==> src/rtl/uart_tx_arbiter.sv <==
// Round-robin arbiter that shares one UART transmit path among N_REQ requesters.
// A granted word is latched, handed to the UART once it is ready, then followed by a fixed gap.
module uart_tx_arbiter #(
  parameter int N_REQ      = 4,
  parameter int N_TX_BYTES = 2,
  parameter int GAP_CYCLES = 20000
) (
  input  logic                          i_clk,
  input  logic                          i_rst,
  input  logic [N_REQ-1:0]              i_req,
  input  logic [N_REQ*N_TX_BYTES*8-1:0] i_req_data,
  input  logic                          i_tx_ready,
  output logic [N_REQ-1:0]              o_ack,
  output logic                          o_send_data,
  output logic [N_TX_BYTES*8-1:0]       o_tx_bits,
  output logic [$clog2(N_REQ)-1:0]      o_grant_id,
  output logic                          o_busy
);

  localparam int W   = N_TX_BYTES * 8;
  localparam int IDW = $clog2(N_REQ);
  localparam int CW  = $clog2(GAP_CYCLES + 1);

  // state | meaning
  // IDLE  | waiting for any request
  // ARM   | word latched, waiting for the UART to be ready
  // SEND  | send_data pulse
  // GAP   | hold-off while the serializer drains the word
  typedef enum logic [1:0] {
    IDLE = 2'd0,
    ARM  = 2'd1,
    SEND = 2'd2,
    GAP  = 2'd3
  } state_t;

  state_t           r_state;
  logic [N_REQ-1:0] r_ack;
  logic             r_send_data;
  logic             r_busy;
  logic [W-1:0]     r_tx_bits;
  logic [IDW-1:0]   r_grant_id;
  logic [IDW-1:0]   r_last;
  logic [CW-1:0]    r_cnt;

  logic             w_found;
  logic [IDW-1:0]   w_win;

  // Search starts one past the last winner and wraps around.
  always_comb begin
    logic [IDW:0]   v_sum;
    logic [IDW-1:0] v_idx;
    w_found = 1'b0;
    w_win   = '0;
    v_sum   = '0;
    v_idx   = '0;
    for (int k = 1; k <= N_REQ; k++) begin
      v_sum = {1'b0, r_last} + (IDW+1)'(k);
      if (v_sum >= (IDW+1)'(N_REQ)) begin
        v_sum = v_sum - (IDW+1)'(N_REQ);
      end
      v_idx = v_sum[IDW-1:0];
      if (!w_found && i_req[v_idx]) begin
        w_found = 1'b1;
        w_win   = v_idx;
      end
    end
  end

  always_ff @(posedge i_clk) begin
    if (i_rst) begin
      r_state     <= IDLE;
      r_ack       <= '0;
      r_send_data <= 1'b0;
      r_busy      <= 1'b0;
      r_tx_bits   <= '0;
      r_grant_id  <= '0;
      r_last      <= IDW'(N_REQ - 1);
      r_cnt       <= '0;
    end else begin
      r_ack       <= '0;
      r_send_data <= 1'b0;
      case (r_state)
        IDLE: begin
          if (w_found) begin
            r_state    <= ARM;
            r_busy     <= 1'b1;
            r_tx_bits  <= i_req_data[w_win*W +: W];
            r_grant_id <= w_win;
            r_last     <= w_win;
            r_ack      <= N_REQ'(1) << w_win;
          end
        end
        ARM: begin
          if (i_tx_ready) begin
            r_state     <= SEND;
            r_send_data <= 1'b1;
          end
        end
        SEND: begin
          r_state <= GAP;
          r_cnt   <= CW'(GAP_CYCLES - 1);
        end
        GAP: begin
          if (r_cnt == '0) begin
            r_state <= IDLE;
            r_busy  <= 1'b0;
          end else begin
            r_cnt <= r_cnt - 1'b1;
          end
        end
        default: begin
          r_state <= IDLE;
          r_busy  <= 1'b0;
        end
      endcase
    end
  end

  assign o_ack       = r_ack;
  assign o_send_data = r_send_data;
  assign o_busy      = r_busy;
  assign o_tx_bits   = r_tx_bits;
  assign o_grant_id  = r_grant_id;

endmodule

==> config.mk <==
export PLATFORM = sky130hd
export DESIGN_NAME = uart_tx_arbiter
export DESIGN_NICKNAME = d
export VERILOG_FILES = /design/src/rtl/uart_tx_arbiter.sv
export SDC_FILE = /design/constraint.sdc
export NUM_CORES = 1
export LEC_CHECK = 0
export CORE_UTILIZATION = 40
export DETAILED_ROUTE_END_ITERATION = 8
export GPL_TIMING_DRIVEN = 0
export PLACE_DENSITY = 0.77
export SYNTH_ARGS = -nofsm -noshare
export SYNTH_HDL_FRONTEND = slang
export SYNTH_SLANG_ARGS = --single-unit
==> constraint.sdc <==
create_clock -name i_clk -period 3.05 [get_ports i_clk]
set_input_delay 0.61 -clock i_clk [delete_from_list [all_inputs] [get_ports i_clk]]
set_output_delay 0.61 -clock i_clk [all_outputs]
set_load 0.02 [all_outputs]
# Word level (Yosys, flattened, before mapping)
# Index checks and enable logic that the tools add are counted.
[word_totals] input_bits=71 output_inout_bits=24 ff_bits=43
[classes] magnitude_cmp=8 mux=30 n_reduce_logical=16 n_bitwise=3 n_eq_ne=7 addsub=9 n_shift=2
[op_table] operator="$shiftx A64 B7 Y16" count=1
[op_table] operator="$pmux W15 S2" count=1
[op_table] operator="$mux W2" count=11
[op_table] operator="$logic_not A15 Y1" count=1
[op_table] operator="$mux W15" count=1
[op_table] operator="$sub A15 B1 Y15 const B" count=1
[op_table] operator="$ge A3 B3 Y1 const B" count=4
[op_table] operator="$lt A2 B3 Y1 const B" count=4
[op_table] operator="$mux W1" count=11
[op_table] operator="$bmux W1 S2" count=4
[op_table] operator="$ne A2 B2 Y1 const B" count=4
[op_table] operator="$pmux W2 S4" count=1
[op_table] operator="$sub A2 B1 Y2 const B" count=4
[op_table] operator="$add A2 B2 Y3 const B" count=2
[op_table] operator="$reduce_and A3 Y1" count=2
[op_table] operator="$eq A2 B2 Y1 const B" count=2
[op_table] operator="$reduce_and A2 Y1" count=2
[op_table] operator="$reduce_bool A2 Y1" count=2
[op_table] operator="$shl A1 B2 Y4 const A" count=1
[op_table] operator="$add A2 B1 Y3 const B" count=1
[op_table] operator="$add A2 B3 Y3 const B" count=1
[op_table] operator="$logic_and A1 B1 Y1" count=3
[op_table] operator="$logic_not A1 Y1" count=3
[op_table] operator="$not A1 Y1" count=3
[op_table] operator="other kinds (5)" count=5

# Logic depth before layout (Yosys ltp)
[depth] word_depth=17 depth_mapped=9 ltp_nobuf=7

# Worst setup path before layout
# OpenSTA, ideal clock, no wires.
[synth_timing] path_kind="input-to-reg" startpoint="in i_req[1]" endpoint="reg r_tx_bits[11], in the netlist o_tx_bits[11]" t_arrival_ns=2.228 slack_ns=0.700 setup_time_ns=0.122 path_stages=7 path_cell_list="nor2b_1 -> o21ba_2 -> buf_2 -> nor2_2 -> buf_4 -> mux2_2 -> a221o_1"
[synth_between] elab_chain_cells=13 elab_cells_between_ends=24 classes_between="shift (1); mux (16); reduce/logical (7)"
[synth_lines] item="start, declared" line="10" text="input logic [N_REQ-1:0] i_req,"
[synth_lines] item="$bmux W1 S2" line="62" text="if (!w_found && i_req[v_idx]) begin"
[synth_lines] item="$mux W1 (implied by the code)" line="62"
[synth_lines] item="$mux W1" line="62"
[synth_lines] item="$logic_not A1 Y1" line="62"
[synth_lines] item="$logic_and A1 B1 Y1" line="62"
[synth_lines] item="$mux W1" line="62"
[synth_lines] item="$logic_not A1 Y1" line="62"
[synth_lines] item="$logic_and A1 B1 Y1" line="62"
[synth_lines] item="$mux W1" line="62"
[synth_lines] item="$logic_not A1 Y1" line="62"
[synth_lines] item="$logic_and A1 B1 Y1" line="62"
[synth_lines] item="$mux W2 / $mux W1 (equally long branches)" line="62"
[synth_lines] item="$shiftx A64 B7 Y16 / $reduce_and A2 Y1 (equally long branches)"
[synth_lines] item="end signal, assigned" line="87" text="r_tx_bits <= i_req_data[w_win*W +: W];"
[synth_lines] item="end, declared" line="40" text="logic [W-1:0] r_tx_bits;"
# Parallel ways exist; a longest one is shown, timed or not. The select of a mux whose other input is x is not followed.
# A chain may end at the register's enable or synchronous reset.

# Worst setup path after layout
# Same ends and word-level chain as after synthesis.

==> summary.txt <==
Placement
  • Placed insts: 422
  • Dpl ws: -0.147 ns
  • PortBufs: 94
  • Final HPWL DP: 4840 um
  • RePlAce Congestion: 0.828

Logic synthesis
  • Top cells by area, synth: dfxtp_1 (38%), mux2i_1 (7.0%), mux2_2 (4.5%)
  • Synth warn: 0
  • Syn avg cell area: 8.88 sq um
  • Netlist Area Pre-Place: 0.00227 sq mm
  • Number of synthesized register bits: 43
  • Async S/R FF share, synth: 0%
  • Sequential fraction of the synthesis area: 37.9%
  • Cells after Synth: 256
  • Syn_nets: 333
  • Dominant synthesized flop cell: dfxtp_1
  • EDFF count, synth: 0
  • Most frequent cell after synthesis: dfxtp_1
  • Synth cell types: 40
  • Share of the synthesized area in the top cell type: 37.9%
  • Synth top cells by count: dfxtp_1 (43), nor2_1 (20), a21oi_1 (19), mux2i_1 (16)
  • Cell taking the most area after synthesis: dfxtp_1

STA
  • Final Hold Slack: 0.447 ns
  • Max Freq: 0.349 GHz
  • Final Skew: 0.00506 ns
  • Total negative setup slack: 0 ns
  • Finish-stage setup viols: 0
  • Worst slew pin tran: 1.15 ns
  • Min cycle time layout: 2.86 ns
  • Slew Limit Fails: 0
  • Final hold viol count: 0
  • PnR worst setup slack: 0.187 ns
  • Unrepaired setup endpoints after global routing: false
  • Slew margin rel.: 22.6%
  • Period Utilization, post-route: 93.9%

Floorplan
  • IO Pins: 95
  • Die H: 77.4 um
  • Core area: 0.00551 sq mm
  • Overall die width: 77.4 um
  • Initial cell density of the core: 41.3%
  • Die area: 0.00599 sq mm
  • Num rows: 27

Final layout
  • Layout Nets: 434
  • Sequential cell area: 861 sq um
  • Final Non-Filler Cells: 430
  • Multi-input gate area: 0.00133 sq mm
  • # fillers: 487
  • Area Overhead vs Synth: 50.2%
  • Layout cells sized above 1: 8.38%
  • Ant diodes: 0

Critical path
  • CP Launch Type: input port
  • WP data required: 3.23 ns
  • Critical Path AT: 3.05 ns
  • Slowest CP cell: clkdlybuf4s50_1
  • CP Max Fanout: 10
  • Buffers and inverters on the worst path: 3
  • Setup CP Type: in2reg
  • CP Cell Sequence: clkdlybuf4s50_1, nor2b_1, o21ba_2, buf_2, nor2_2, buf_4, mux2_2, a221o_1
  • CP endpoint kind: register
  • Critical Path Max Stage Delay: 0.50 ns
  • Crit-path leading delay family: buffers and inverters

CTS
  • CTS clk-pin slew, worst paths: 0.08 ns
  • CTS tree: built
  • Insertion delay to the later sink of the worst-skew pair: 0.29 ns
  • Post-CTS Setup Bufs: 0
  • Clock Sinks: 43
  • Root buf cell: clkbuf_8
  • CTS Buf Count: 5
  • Cts hold-fix bufs: 0
  • Cts repair resizes: 0
  • Clock Path Buffers: 2
  • Htree depth: 2

Drt
  • ANT nets after route: 0
  • Final WL: 6290 um
  • Via Count: 2304
  • Residual DRC count: 0
  • Pre-antenna DRT Iters: 4
  • Avg WL per Cell: 14.6 um
  • Iteration-0 DRC Markers: 195
  • Vias per cell: 5.36

Power
  • Total power: 2900 uW
  • NetSw: 1190 uW
  • Leakage: 0.00130 uW
  • Combinational Power Share: 54.0%
  • Clock share of power: 14.0%
  • Sequential power share: 32.0%
  • IR drop worst, VDD: 0.429 mV
  • Internal power: 1710 uW
  • PD cells: 850 mW/mm^2
  • Sw Share: 41.1%

GRT
  • Remaining Overflow, GRT: 0
  • Largest net degree at the start of global routing: 14
  • Tot GR Track Use: 21.4%
  • Initial antenna violation count: 0
  • Vias in the first global route: 2075
  • First-pass GRT wire length: 10100 um

Hold path
  • Hold crit path type: reg2reg

Flow run
  • Number of max-cap violations: 0

Outcome
  • Status: completed
-- power by group through the flow --
stage	clock network [uW]	registers [uW]	logic [uW]
2_1_floorplan	0	1080	846
3_3_place_gp	0	927	1540
3_5_place_dp	0	936	1560
4_1_cts	413	925	1560
5_1_grt	445	961	1680
6_report	406	927	1570
-- placed cells by master, fill, tap and decap left out, drive strengths merged, types with 6 or more instances in the layout --
master         Yosys  layout
a21oi             19      19
a221o              9       9
clkbuf             9      16
clkdlybuf4s50      0      94
dfxtp             43      43
ha                 6       6
inv                6       6
mux2               9       9
mux2i             16      16
nand2             15      15
nand3             13      13
nor2              21      21
nor3              15      15
nor4               6       6
o21ai             11      11
o221ai             7       7
-- path summary, 6_finish.rpt --
check / startpoint / endpoint / slack (ns) / cells after the start
worst min register to register: o_grant_id[1] / o_grant_id[1] / 0.45 / 2
worst min-delay path: o_grant_id[1] / o_grant_id[1] / 0.45 / 2
worst max-delay path: i_req[1] / o_tx_bits[11] / 0.19 / 8
worst max register to register: r_last[1] / o_tx_bits[11] / 0.57 / 8
-- cells by family after synthesis --
logic type,after synthesis,share of synthesized area [%]
AO/OA/AOI/OAI,62,20.1
XOR/XNOR,5,1.93
adder cells (fa/ha/maj),6,3.30
buffers and inverters,20,3.80
flip-flops,43,37.9
multiplexers,25,11.5
AND/OR/NAND/NOR,95,21.5
-- worst register-to-register path: stages (launching register included) --
cell	delay (ns)
dfxtp_1	0.33
buf_2	0.20
a21boi_0	0.14
o21ba_2	0.22
buf_2	0.17
nor2_2	0.35
buf_4	0.29
mux2_2	0.37
a221o_1	0.31
-- stage by stage --
stage	cell area, sq um	util [%]
final	3410	62.0
after global placement	3300	60.0
after global routing	3410	62.0
after CTS	3410	61.9
after floorplan	2270	-
after detailed placement	3300	60.0
-- flip-flops by register name (all words and copies together), names as in the netlist --
signal	cells
o_ack	4
o_busy	1
o_grant_id	2
o_send_data	1
o_tx_bits	16
r_cnt	15
r_last	2
r_state	2
-- per-layer routing --
layer / routed length, um / vias up / GRT usage [%]
met1: 2720 / 1067 / 26.7
met4: 140 / 0 / 7.74
met5: 0 / - / 0
li1: - / 1158 / -
met2: 3130 / 69 / 35.1
met3: 296 / 10 / 5.88
-- final cells by class --
| class | count | area share [%] |
|---|---|---|
| multi-input cells | 193 | 39.0 |
| inverters | 6 | 0.660 |
| plain buffers | 14 | 1.87 |
| flip-flops and latches | 43 | 25.2 |
| clock buffers | 7 | 2.82 |
| clock inverters | 1 | 0.220 |
| well taps | 72 | 2.64 |
| repair buffers | 94 | 27.6 |
Note: power is estimated with default switching activity, not from simulation.
